===== config.mk =====
export PLATFORM = sky130hd
export DESIGN_NAME = control_pipe
export DESIGN_NICKNAME = d
export VERILOG_FILES = /design/src/rtl/control_pkg.sv /design/src/rtl/control_pipe_stage_reg.sv /design/src/rtl/control_pipe.sv
export SDC_FILE = /design/constraint.sdc
export NUM_CORES = 1
export LEC_CHECK = 0
export BUFFER_PORTS_ARGS = -buffer_cell sky130_fd_sc_hd__buf_2
export CORE_MARGIN = 2
export CORE_UTILIZATION = 47
export DETAILED_ROUTE_END_ITERATION = 10
export PLACE_DENSITY = 0.78
export SETUP_SLACK_MARGIN = 0.02
export SYNTH_ARGS = -nofsm -noshare
export SYNTH_HDL_FRONTEND = slang
export SYNTH_SLANG_ARGS = --single-unit

===== constraint.sdc =====
create_clock -name clk -period 2.3 [get_ports clk]
set_input_delay 0 -clock clk [delete_from_list [all_inputs] [get_ports clk]]
set_output_delay 0 -clock clk [all_outputs]
set_load 0.05 [all_outputs]

===== src/rtl/control_pkg.sv =====
// Shared widths, control-bundle bit positions and forwarding encodings for the
// pipeline control path.
package control_pkg;

    localparam int CTRL_W         = 13;
    localparam int CTRL_JUMP      = 12;
    localparam int CTRL_REGDST    = 11;
    localparam int CTRL_ALUSRC    = 10;
    localparam int CTRL_MEMTOREG  = 9;
    localparam int CTRL_REGWRITE  = 8;
    localparam int CTRL_MEMREAD   = 7;
    localparam int CTRL_MEMWRITE  = 6;
    localparam int CTRL_BRANCHNE  = 5;
    localparam int CTRL_BRANCHEQ  = 4;
    localparam int CTRL_ALUOP_MSB = 3;
    localparam int CTRL_ALUOP_LSB = 0;

    localparam logic [4:0] REG_RA  = 5'd31;
    localparam logic [4:0] REG_ZERO = 5'd0;

    localparam logic [1:0] FWD_RF  = 2'b00;
    localparam logic [1:0] FWD_WB  = 2'b01;
    localparam logic [1:0] FWD_MEM = 2'b10;

    // Operand source for one EX register; the MEM producer is newer than WB.
    function automatic logic [1:0] fwd_select(
        input logic       mem_rw,
        input logic [4:0] mem_reg,
        input logic       wb_rw,
        input logic [4:0] wb_reg,
        input logic [4:0] src
    );
        logic [1:0] sel;
        if (mem_rw && (mem_reg != REG_ZERO) && (mem_reg == src)) begin
            sel = FWD_MEM;
        end else if (wb_rw && (wb_reg != REG_ZERO) && (wb_reg == src)) begin
            sel = FWD_WB;
        end else begin
            sel = FWD_RF;
        end
        return sel;
    endfunction

endpackage


===== src/rtl/control_pipe_stage_reg.sv =====
// Pipeline stage register: asynchronous active-low reset plus a synchronous
// clear that loads a bubble.
module ctrl_stage_reg #(
    parameter int W = 1
) (
    input  logic         clk,
    input  logic         rst_n,
    input  logic         clear,
    input  logic [W-1:0] d,
    output logic [W-1:0] q
);

    // Stage storage: reset or clear load all-zero, otherwise advance.
    always_ff @(posedge clk or negedge rst_n) begin
        if (!rst_n) begin
            q <= {W{1'b0}};
        end else if (clear) begin
            q <= {W{1'b0}};
        end else begin
            q <= d;
        end
    end

endmodule


===== src/rtl/control_pipe.sv =====
// Control bundle pipeline ID->EX->MEM->WB with load-use stall, flush bubbles,
// destination-register selection and EX operand forwarding selects.
module control_pipe
    import control_pkg::*;
(
    input  logic              clk,
    input  logic              reset,
    input  logic [CTRL_W-1:0] id_ctrl,
    input  logic              id_jr,
    input  logic [4:0]        id_rs,
    input  logic [4:0]        id_rt,
    input  logic [4:0]        id_rd,
    input  logic              flush,
    output logic              stall,
    output logic [CTRL_W-1:0] ex_ctrl,
    output logic              ex_jr,
    output logic [4:0]        ex_rs,
    output logic [4:0]        ex_rt,
    output logic [4:0]        ex_wreg,
    output logic [CTRL_W-1:0] mem_ctrl,
    output logic [4:0]        mem_wreg,
    output logic              wb_regwrite,
    output logic              wb_memtoreg,
    output logic [4:0]        wb_wreg,
    output logic [1:0]        forward_a,
    output logic [1:0]        forward_b
);

    localparam int EX_W  = CTRL_W + 1 + 15;
    localparam int MEM_W = CTRL_W + 5;
    localparam int WB_W  = 7;

    logic [4:0]       id_wreg_s;
    logic             hz_s;
    logic             ex_clear_s;
    logic [EX_W-1:0]  ex_d_s;
    logic [EX_W-1:0]  ex_q_s;
    logic [MEM_W-1:0] mem_d_s;
    logic [MEM_W-1:0] mem_q_s;
    logic [WB_W-1:0]  wb_d_s;
    logic [WB_W-1:0]  wb_q_s;

    // Destination register: JAL links into r31, else rd or rt by RegDst.
    always_comb begin
        id_wreg_s = id_rt;
        if (id_ctrl[CTRL_JUMP] && id_ctrl[CTRL_REGWRITE]) begin
            id_wreg_s = REG_RA;
        end else if (id_ctrl[CTRL_REGDST]) begin
            id_wreg_s = id_rd;
        end else begin
            id_wreg_s = id_rt;
        end
    end

    // Load-use detection; a flushed ID instruction must not freeze the front end.
    always_comb begin
        hz_s = ex_ctrl[CTRL_MEMREAD] && (ex_rt != REG_ZERO) &&
               ((ex_rt == id_rs) || (ex_rt == id_rt));
        stall      = hz_s && !flush;
        ex_clear_s = hz_s || flush;
    end

    // EX operand forwarding selects.
    always_comb begin
        forward_a = fwd_select(mem_ctrl[CTRL_REGWRITE], mem_wreg,
                               wb_regwrite, wb_wreg, ex_rs);
        forward_b = fwd_select(mem_ctrl[CTRL_REGWRITE], mem_wreg,
                               wb_regwrite, wb_wreg, ex_rt);
    end

    assign ex_d_s  = {id_ctrl, id_jr, id_rs, id_rt, id_wreg_s};
    assign mem_d_s = {ex_ctrl, ex_wreg};
    assign wb_d_s  = {mem_ctrl[CTRL_REGWRITE], mem_ctrl[CTRL_MEMTOREG], mem_wreg};

    ctrl_stage_reg #(.W(EX_W)) u_ex_reg (
        .clk   (clk),
        .rst_n (reset),
        .clear (ex_clear_s),
        .d     (ex_d_s),
        .q     (ex_q_s)
    );

    ctrl_stage_reg #(.W(MEM_W)) u_mem_reg (
        .clk   (clk),
        .rst_n (reset),
        .clear (1'b0),
        .d     (mem_d_s),
        .q     (mem_q_s)
    );

    ctrl_stage_reg #(.W(WB_W)) u_wb_reg (
        .clk   (clk),
        .rst_n (reset),
        .clear (1'b0),
        .d     (wb_d_s),
        .q     (wb_q_s)
    );

    assign {ex_ctrl, ex_jr, ex_rs, ex_rt, ex_wreg} = ex_q_s;
    assign {mem_ctrl, mem_wreg}                    = mem_q_s;
    assign {wb_regwrite, wb_memtoreg, wb_wreg}     = wb_q_s;

endmodule


==> flow_summary.toml <==
[synth]
synth_edf_count = 0
syn_area_um2 = 2210
ys_warn_count = 0
synth_seq_cells = 54
avgSynthCellArea_um2 = 12.4
synth_cells = 178
synth_cell_types = 19
async_reset_ff_frac = 1.00
synthesis.nets = 210
synth-seq-area-share = 0.611
yosys_most_used_dff = "dfrtp_1"

[critical_path]
reg2regPathDepth = 5
arrival_ps = 2150
worstSetupPathType = "register to output port"
r2r_start = "u_ex_reg.q[5]"
r2r_slack_ps = 480
crit_path_max_fanout = 5
worstPathCellList = "or4_1 > o21ai_1 > nor4_4 > nor4_4 > buf_2"
start_kind = "register"
cp-end-kind = "output port"
slowest_delay_ps = 540
r2r-end = "u_ex_reg.q[20]"
path_common_cell = "nor4_4"
critPathBufInv = 1
critPathTopFamily = "simple AND/OR/NAND/NOR gates"
slowest_stage = "or4_1"
critPathRequiredTime_ps = 2300

[placement]
io_buffers = 90
globalplace.congestion = 0.842
place_area_um2 = 2760
dp_hpwl_mm = 3.77

[timing]
hold_viol = 0
setup_tns_ps = 0
fin_crit_ps = 2150
fmax_mhz = 465
final_max_slew_viol_count = 0
final.period_utilization = 0.936
clock_skew_ps = 8.97
tightest_slew_ps = 879
setup_viol = 0
relSlewSlack = 0.414
rsz0062_at_grt = "no"

[min_path]
worstHoldStart = "id_ctrl[11]"
hold_depth = 3
hold_path_class = "input pin to register"
holdPathEnd = "u_ex_reg.q[27]"

[layout]
diodes = 0
final-seq-area_um2 = 1350
area_growth_pct = 39.1
multiInputGateArea_um2 = 851
drive_gt1_frac = 0.388
fill_cells = 337
final_cell_area_um2 = 3080
fin_nets = 321

[global_route]
grt-ovfl-total = 0
grt_pass1_vias = 1732
grt_first_pass_wirelength_mm = 8.15
grt_usage = 0.203
antenna_found_initial = 0
grt_max_degree = 42

[drt]
postRouteAntennaNets = 0
first_pass_iters = 5
drt_drc_violations_left = 0
drtIter0Drc = 72
wl_mm = 5.21
via_count = 1740
detail_route.vias_per_cell = 5.10
wl_per_cell_um = 15.3

[power_and_ir_drop]
swShare = 0.343
p_seq_frac = 0.504
pwr-share-clk = 0.242
p_sw_mw = 0.720
combPwrFrac = 0.254
power.density_nw_per_um2 = 683
leakagePower_nw = 1.58
internal-power_mw = 1.38
peakVddDrop_uv = 445

[floorplanning]
dieWidth_um = 72.6
dieArea_um2 = 5270
start_util = 0.498
die_h_um = 72.6
core_um2 = 4440
io_pins = 91
rows = 24

[clock_network]
post_cts_resized = 0
cts_sinks = 54
numCtsBuffers = 5
cts_max_level = 2
clk_pin_slew_ps = 100
cts_tree = "done"
cts_buffer_depth = 2
cts_root_buffer = "clkbuf_8"
insertion_delay_ps = 300

[flow_run]
timing.max_cap.violations = 0

[outcome]
outcome = "completed"
sequential cells by signal (all words and copies together), names as in the netlist:
| register | flops |
|---|---|
| u_ex_reg.q | 29 |
| u_mem_reg.q | 18 |
| u_wb_reg.q | 7 |
Yosys cell counts (2+ instances only):
cell type / count / share of area
nor4_1: 4 / 0.011
a21oi_1: 24 / 0.054
or4_1: 5 / 0.017
dfrtp_1: 54 / 0.61
buf_6: 2 / 0.010
buf_2: 4 / 0.0091
mux2i_1: 5 / 0.023
nand2b_1: 24 / 0.068
nand2_1: 3 / 0.0051
xor2_1: 14 / 0.055
a221oi_2: 5 / 0.034
o21ai_0: 2 / 0.0045
xnor2_1: 16 / 0.063
nand3_1: 4 / 0.0091
clkbuf_1: 8 / 0.014
tightest hold or removal path, cell delays in order:
cell,delay [ps]
buf_2,170
nand2b_1,90
a21oi_1,40
layout by cell type (no fill, tap or decap), drive strengths merged:
cell type	instances
or4	5
a221oi	5
inv	1
nor4	4
nand2b	24
o21a	1
buf	95
xor2	14
clkbuf	5
a21oi	24
clkinv	1
nand2	3
o21ai	2
mux2i	5
dlygate4sd3	24
xnor2	16
nand3	4
dfrtp	54
o22ai	1
and3b	1
logic make-up (layout without fill, tap and decap cells):
family,after synthesis,count (layout),share of synthesized area
AO/OA/AOI/OAI,33,33,0.0990
XOR/XNOR,30,30,0.119
multiplexers,5,5,0.0226
AND/OR/NAND/NOR,41,41,0.114
buffers and inverters,15,126,0.0345
flip-flops,54,54,0.611
layout make-up:
type                    instances  share of cell area
multi-input cells             109               0.276
repair buffers                119               0.237
flip-flops and latches         54               0.439
clock inverters                 2             0.00447
clock buffers                   5              0.0224
well taps                      52              0.0211
power groups by stage:
stage / clock network, mW / logic [mW] / registers [mW]
floorplan: 0 / 0.162 / 1.27
finish: 0.508 / 0.535 / 1.06
CTS: 0.510 / 0.537 / 1.06
global route: 0.546 / 0.567 / 1.07
detailed placement: 0 / 0.505 / 1.08
global placement: 0 / 0.503 / 1.08
how the worst max path moves through the flow:
stage,depth (start not counted),slack (ps),start,to
2_1_floorplan,4,70,u_mem_reg.q[1],forward_a[0]
3_3_place_gp,5,480,u_mem_reg.q[1],forward_b[0]
3_5_place_dp,5,460,u_mem_reg.q[1],forward_b[0]
4_1_cts,5,120,u_mem_reg.q[1],forward_b[0]
5_1_grt,5,60,u_mem_reg.q[1],forward_a[0]
6_report,5,150,u_mem_reg.q[1],forward_a[0]
per-layer routing:
metal | global-route usage | routed length, um | part of all wire
met1 | 0.273 | 2230 | 0.43
met2 | 0.319 | 2470 | 0.47
met3 | 0.0539 | 375 | 0.072
met4 | 0.0782 | 136 | 0.026
met5 | 0 | 0 | 0
repair_timing:
action | 4_1_cts | 5_1_grt
setup buffers | 0 | 0
hold endpoints to repair | 63 | 0
hold buffers | 24 | 0
through the flow:
step	setup WS [ps]	power, mW	cells	hold WS (ps)	utilization
2_1_floorplan	66.3	1.43	178	-296	-
3_3_place_gp	480	1.58	310	166	0.620
3_5_place_dp	460	1.58	310	172	0.620
4_1_cts	123	2.11	341	12.5	0.693
5_1_grt	59.6	2.18	341	34.5	0.693
6_report	148	2.10	341	12.4	0.693
Note: power is estimated with default switching activity, not from simulation.
